**config.mk**
```make
export PLATFORM = sky130hd
export DESIGN_NAME = uart_tx_arbiter
export DESIGN_NICKNAME = d
export VERILOG_FILES = /design/src/rtl/uart_tx_arbiter.sv
export SDC_FILE = /design/constraint.sdc
export NUM_CORES = 1
export LEC_CHECK = 0
export BUFFER_PORTS_ARGS = -buffer_cell sky130_fd_sc_hd__buf_4
export CAP_MARGIN = 20
export CORE_MARGIN = 1
export CORE_UTILIZATION = 48
export DETAILED_ROUTE_END_ITERATION = 10
export PLACE_DENSITY = 0.79
export SLEW_MARGIN = 20
export SYNTH_ARGS = -nofsm -noshare
export SYNTH_HDL_FRONTEND = slang
export SYNTH_SLANG_ARGS = --single-unit
```
**constraint.sdc**
```tcl
create_clock -name clk -period 3.7 [get_ports clk]
set_input_delay 0.555 -clock clk [delete_from_list [all_inputs] [get_ports clk]]
set_output_delay 0.555 -clock clk [all_outputs]
set_load 0.05 [all_outputs]
```
**src/rtl/uart_tx_arbiter.sv**
```systemverilog
// Round-robin arbiter sharing one UART transmitter between N_REQ byte producers.
// One byte per grant; waits out the full frame and flags a silent transmitter.
`timescale 1ns/1ps
module uart_tx_arbiter #(
  parameter int N_REQ       = 4,
  parameter int DATA_WIDTH  = 8,
  parameter int ACK_TIMEOUT = 16
) (
  input  logic                        clk,
  input  logic                        reset,
  input  logic [N_REQ-1:0]            req_valid,
  input  logic [N_REQ*DATA_WIDTH-1:0] req_data,
  output logic [N_REQ-1:0]            req_ack,
  input  logic                        tx_busy,
  output logic [DATA_WIDTH-1:0]       tx_data,
  output logic                        tx_send,
  output logic [2:0]                  grant_id,
  output logic                        active,
  input  logic                        err_clear,
  output logic                        timeout_err
);

  localparam int CW = $clog2(ACK_TIMEOUT + 1);

  typedef enum logic [1:0] {
    IDLE,
    ISSUE,
    WAIT_BUSY,
    WAIT_DONE
  } state_t;

  state_t                  state_q, state_d;
  logic [2:0]              last_q, last_d;
  logic [2:0]              grant_q, grant_d;
  logic [DATA_WIDTH-1:0]   data_q, data_d;
  logic [CW-1:0]           cnt_q, cnt_d;
  logic                    err_q, err_d;

  logic [2*N_REQ-1:0]      dbl;
  logic [N_REQ-1:0]        rot;
  logic                    found;
  logic [2:0]              pos;
  logic [3:0]              sum;
  logic [2:0]              win;
  logic [DATA_WIDTH-1:0]   win_data;

  // Rotate the request vector so bit 0 is the slot after the last winner.
  always_comb begin
    dbl   = {req_valid, req_valid};
    rot   = N_REQ'(dbl >> (4'(last_q) + 4'd1));
    found = 1'b0;
    pos   = '0;
    for (int i = 0; i < N_REQ; i++) begin
      if (!found && rot[i]) begin
        found = 1'b1;
        pos   = 3'(i);
      end
    end
    sum = 4'(last_q) + 4'(pos) + 4'd1;
    if (sum >= 4'(N_REQ)) begin
      sum = sum - 4'(N_REQ);
    end
    win      = sum[2:0];
    win_data = DATA_WIDTH'(req_data >> (int'(win) * DATA_WIDTH));
  end

  always_comb begin
    state_d = state_q;
    last_d  = last_q;
    grant_d = grant_q;
    data_d  = data_q;
    cnt_d   = cnt_q;
    err_d   = err_q;
    if (err_clear) begin
      err_d = 1'b0;
    end
    unique case (state_q)
      IDLE: begin
        if (found && !tx_busy) begin
          data_d  = win_data;
          grant_d = win;
          last_d  = win;
          state_d = ISSUE;
        end
      end
      ISSUE: begin
        cnt_d   = '0;
        state_d = WAIT_BUSY;
      end
      WAIT_BUSY: begin
        if (tx_busy) begin
          state_d = WAIT_DONE;
        end else begin
          cnt_d = cnt_q + CW'(1);
          // Give up on this byte; it is already acked, so no retry.
          if (cnt_d == CW'(ACK_TIMEOUT - 1)) begin
            err_d   = 1'b1;
            state_d = IDLE;
          end
        end
      end
      WAIT_DONE: begin
        if (!tx_busy) begin
          state_d = IDLE;
        end
      end
      default: state_d = IDLE;
    endcase
  end

  always_ff @(posedge clk or negedge reset) begin
    if (!reset) begin
      state_q <= IDLE;
      last_q  <= 3'(N_REQ - 1);
      grant_q <= '0;
      data_q  <= '0;
      cnt_q   <= '0;
      err_q   <= 1'b0;
    end else begin
      state_q <= state_d;
      last_q  <= last_d;
      grant_q <= grant_d;
      data_q  <= data_d;
      cnt_q   <= cnt_d;
      err_q   <= err_d;
    end
  end

  assign tx_send     = (state_q == ISSUE);
  assign req_ack     = tx_send ? (N_REQ'(1) << grant_q) : '0;
  assign tx_data     = data_q;
  assign grant_id    = grant_q;
  assign active      = (state_q != IDLE);
  assign timeout_err = err_q;

endmodule

```
---- After elaboration in Yosys (flattened, before gate mapping) ----
Cells that the tools add are included.
word-level totals
  bits in registers ....................... 22
  input port bits ......................... 40
  output and inout bits ................... 18
  word-level logic and storage cells ...... 57
operators by class
  add/subtract/negate cells ............... 5
  order comparisons ....................... 1
  equal/unequal tests ..................... 8
  shift-type cells ........................ 3
  muxes and demuxes ....................... 20
  reduce and logical (&&, ||, !) cells .... 14
operators with widths
  operator                                                           number
  >> shifter 32 x 6 -> 8 bit                                         1
  one-hot mux 5 bit (2 select lines)                                 1
  2-to-1 mux 1 bit                                                   9
  2-to-1 mux 3 bit                                                   3
  2-to-1 mux 2 bit                                                   4
  one-hot mux 2 bit (4 select lines)                                 1
  >> shifter 8 x 4 -> 4 bit                                          1
  != test 2 bit, second input constant                               3
  adder 5 x 1 -> 5 bit, second input constant                        1
  equality test 5 x 4 -> 1 bit, second input constant                1
  2-to-1 mux 5 bit                                                   1
  adder 3 x 1 -> 4 bit, second input constant                        1
  adder 3 x 3 -> 4 bit                                               1
  adder 4 x 1 -> 4 bit, second input constant                        1
  equality test 2 bit, second input constant                         2
  greater-or-equal comparator 4 x 3 -> 1 bit, second input constant  1
  logical AND 1 bit                                                  4
  logical NOT 1 bit                                                  4
  2-to-1 mux 4 bit                                                   1
  AND reduction 2 bit                                                2
  nonzero test 2 bit                                                 2
  left shift 1 x 3 -> 4 bit, first input constant                    1
  != test 3 bit, second input constant                               1
  AND reduction 3 bit                                                1
  3 further kinds                                                    3

---- Longest topological paths before layout ----
  word-level depth ........................ 17
  mapped depth ............................ 13
  gate-level depth less buffers ........... 12

---- Worst setup path before layout ----
OpenSTA, ideal clock, no wires.
  kind .................................... flip-flop to flip-flop
  start ................................... register last_q[0]
  end ..................................... register data_q[0] (netlist: tx_data[0])
  setup time .............................. 0.125 ns
  arrival time ............................ 3.122 ns
  data required time ...................... 3.575 ns
  path slack .............................. 0.453 ns
  stages on the path, launching flop included .. 14
  buffers on the path ..................... 2
  clock period less this slack ............ 3.247 ns
  cells stage by stage .................... dfstp_2 buf_6 mux2_2 nand2_1 a21oi_1 a311oi_1 o22a_2 ha_1 inv_1 fa_1 clkbuf_1 mux4_2 nor2b_1 mux2_4
between the ends
  word-level cells in the longest chain between the ends .. 17
  elaborated cells between the ends (all ways) .. 23
  those cells by class .................... 4 x add/sub; 1 x order compare; 2 x shift; 8 x mux; 8 x reduce/logical
ends and longest elaborated chain
  element                                                                         RTL line  RTL
  start: declaration                                                              33        logic [2:0] last_q, last_d;
  start signal: assignment                                                        114       last_q <= 3'(N_REQ - 1);
  start signal: assignment                                                        121       last_q <= last_d;
  adder 3 x 1 -> 4 bit                                                            50        rot = N_REQ'(dbl >> (4'(last_q) + 4'd1));
  >> shifter 8 x 4 -> 4 bit                                                       50
  2-to-1 mux 1 bit                                                                54        if (!found && rot[i]) begin
  logical NOT 1 bit                                                               54
  logical AND 1 bit                                                               54
  2-to-1 mux 1 bit                                                                54
  logical NOT 1 bit                                                               54
  logical AND 1 bit                                                               54
  [... 2 more ...]                                                                --
  logical AND 1 bit                                                               54
  2-to-1 mux 3 bit                                                                54
  adder 3 x 3 -> 4 bit *                                                          59        sum = 4'(last_q) + 4'(pos) + 4'd1;
  adder 4 x 1 -> 4 bit *                                                          59
  greater-or-equal comparator 4 x 3 -> 1 bit or subtractor 3 bit (tied branches)  60, 61
  2-to-1 mux 3 bit *                                                              60        if (sum >= 4'(N_REQ)) begin
  net sum[1]                                                                      43        logic [3:0] sum;
  >> shifter 32 x 6 -> 8 bit *                                                    64        win_data = DATA_WIDTH'(req_data >> (int'(win) * DATA_WIDTH));
  end signal: assignment                                                          123       data_q <= data_d;
  end: declaration                                                                35        logic [DATA_WIDTH-1:0] data_q, data_d;
The timed path passes the listed nets; every way through them passes the cells marked *.
A chain may end at the register's enable or synchronous reset.

---- Final worst setup path ----
  start ................................... register last_q[0]
  end ..................................... register data_q[4] (netlist: tx_data[4])
The elaborated chain is that of the path after synthesis.

==> summary.md <==
| Metric | Value |
|---|---|
| Die X-Extent | `between 50 and 60 µm` |
| Row count | `19` |
| Syn Std Cell Area | `about 0.0015 mm²` |
| N_diodes | `0` |
| Status | `finished with violations` |
| CP Launch Type | `register` |
| DR top layer | `met4` |
| Mean Syn Cell Area | `11.1 µm²` |
| Nets@finish | `~230` |
| Reg2reg end | `tx_data[4]` |
| Critical path peak fanout | `10` |
| Worst min-delay path class | `in -> async` |
| Top-Level Pins | `58` |
| Fmax | `290 MHz` |
| Initial core utilization | `about 52%` |
| Crit path kind | `reg -> reg` |
| Total track usage | `a little over 20%` |
| CTS H-Tree Depth | `1` |
| Worst-path clk slew | `120 ps` |
| Die footprint | `between 0.003 and 0.004 mm²` |
| Most frequently used flop master after synthesis | `dfrtp_1` |
| Syn Nets | `178` |
| Final Util | `68.1%` |
| Final Non-Filler Cells | `219` |
| Num CTS Buffers | `3` |
| Placeable Area | `around 0.0028 mm²` |
| Seq/Total Area, Yosys | `between 30% and 40%` |
| Clock buffer depth | `2` |
| Setup Fix Bufs, Post-CTS | `0` |
| Metal2 WL | `1550 µm` |
| Antenna violations before repair | `0` |
| Clk Latency, worst-skew pair | `300 ps` |
| Post-cts sizing count | `0` |
| Failing checks | `design-rule violations` |
| Worst Path Arrival | `3650 ps` |
| Area grow syn2layout | `30.5%` |
| Max Cap Violations | `0` |
| Final setup vio count | `0` |
| Cell taking the most area after synthesis | `dfrtp_1` |
| Pwr Density | `955 mW/mm²` |
| IO Port Bufs | `57` |
| Fin crit period | `3440 ps` |
| Worst-Margin Slew | `between 1000 and 1500 ps` |
| Setup TNS | `0 ps` |
| Post-route ant nets | `0` |
| GRT overflow | `0` |
| FFs w/ async S/R, synth | `100%` |
| Syn Inst Count | `133` |
| Hold Violations, Final | `0` |
| Register-to-Register Path Depth | `11` |
| Clock sinks | `21` |
| Die boundary height | `57.4 µm` |
| First-pass GRT wire length | `approximately 5100 µm` |
| WL met3 | `approximately 200 µm` |
| Syn. warnings | `0` |
| RePlAce Congestion | `0.907` |
| Pin count of the biggest net entering global routing | `22` |
| CP endpoint kind | `register` |
| Post-Route WL | `3030 µm` |
| Yosys cell types | `42` |
| Drt initial violations | `73` |
| Final cycle utilization of the critical path | `between 90% and 100%` |
| RSZ-0062 raised after global routing | `no` |
| DR pass1 iterations | `7` |
| Reg2reg start | `last_q[0]` |
| Wire per inst | `13.8 µm` |
| CTS tree | `built` |
| Synth area leaders | `dfrtp_1 32%, mux4_2 12%, mux2_4 6.1%, mux2_2 3.8%, nor2b_1 3.8%` |
| Number of global-route vias before repair | `1196` |
| Root Driver | `clkbuf_4` |
| Synth Register Bits | `21` |
| Most instantiated cells after synthesis | `19 x dfrtp_1, 10 x inv_1, 9 x nor2b_1` |
| Total number of vias | `1241` |
| R2R setup slack | `260 ps` |
| Hold Buf Count CTS | `0` |
| Metal1 wirelength | `1250 µm` |
| Top-area cell type share of the netlist area | `32.2%` |
| Rel. slew slack | `29.5%` |
| DRC Markers | `1` |
| DP Wirelength | `2420 µm` |
| Pins over their slew limit | `0` |
| Final hold slack | `105 ps` |
| Layout cell share with drive strength beyond 1 | `47.9%` |
| # fillers | `roughly 220` |
| Vias/cell | `about 5.7` |
| Number of synthesized flops with an enable pin | `0` |
| Leakage | `0.921 nW` |
| Skew final | `3.48 ps` |
| Inst Count DP | `215` |
| Most numerous cell in the Yosys netlist | `dfrtp_1` |
| Total power | `0.00184 W` |
| Peak VDD IR | `581 µV` |
| WP data required | `roughly 3900 ps` |
## critical path, cell delays in order (launching register included)
cell and delay, ps:
dfstp_2 640, mux2_2 380, nand2_1 70, a21oi_1 60, a311oi_1 260, o22a_2 200, ha_1 130, inv_1 60
fa_1 760, mux4_2 360, nor2b_1 140, mux2_2 290
## metal layers
| metal | vias to the layer above | track usage, % |
|---|---|---|
| met5 | - | 0 |
| met4 | 0 | 6.97 |
| met3 | 4 | 3.40 |
| met2 | 50 | 36.0 |
| met1 | 598 | 24.7 |
| li1 | 589 | - |
## cells in the final DEF (no fill, tap or decap), types with 2 or more instances in the layout
cell type,netlist,routed
dfrtp_1,19,19
clkbuf_4,0,3
nand2b_1,2,2
o21ai_0,7,7
xor2_1,2,2
mux2i_1,2,2
and3_1,2,2
dfstp_2,2,2
o21ai_1,2,2
nor2_1,8,8
nor4_1,3,3
inv_1,10,10
nand2_1,7,7
mux4_2,8,8
nor2b_1,9,9
mux2_4,6,6
o22ai_1,2,2
nand3b_1,2,2
mux2_2,5,5
ha_1,4,4
buf_4,2,58
a21oi_1,4,4
nand3_1,4,4
## metrics by stage
| stage | worst slack [ps] | instance area, µm² |
|---|---|---|
| floorplan | 453 | 1480 |
| global placement | 398 | 1900 |
| detailed placement | 306 | 1900 |
| CTS | 291 | 1930 |
| global route | 105 | 1930 |
| finish | 257 | 1930 |
## area by class of cell
type	instances	area, µm²	area share, %
clock inverter	1	5.00	0.260
multi-input combinational	95	858	44.6
inverter	10	37.5	1.95
sequential	21	528	27.4
timing repair buffer	58	435	22.6
clock buffer	3	22.5	1.17
tap	31	38.8	2.01
## cell families (layout without fill, tap and decap cells)
family	after synthesis	count (layout)	share of synthesized area, %
flops	21	21	35.8
compound gates	24	24	10.9
fa+ha+maj	5	5	4.75
xor+xnor	2	2	1.19
mux	21	21	23.5
buf+inv	17	72	7.04
simple gates	43	43	16.9
## worst max-delay path by stage
stage	startpoint	to	slack [ps]	depth (start not counted)
2_1_floorplan	last_q[0]	tx_data[0]	450	13
3_3_place_gp	req_valid[0]	tx_data[5]	400	12
3_5_place_dp	req_valid[0]	tx_data[0]	310	12
4_1_cts	last_q[0]	tx_data[0]	290	11
5_1_grt	last_q[0]	tx_data[5]	100	11
6_report	last_q[0]	tx_data[4]	260	11
## sequential cells by signal, summed over array words and instances, names as in the netlist
signal / flops
grant_id: 2
state_q: 2
timeout_err: 1
last_q: 3
tx_data: 8
cnt_q: 5
## report_power, final
part / switching (W) / total [W] / internal (W)
clock: 0.0000719 / 0.000112 / 0.0000403
combinational: 0.000664 / 0.00127 / 0.000608
sequential: 0.000119 / 0.000455 / 0.000336
total: 0.000855 / 0.00184 / 0.000984
(Power assumes the default switching activity.)
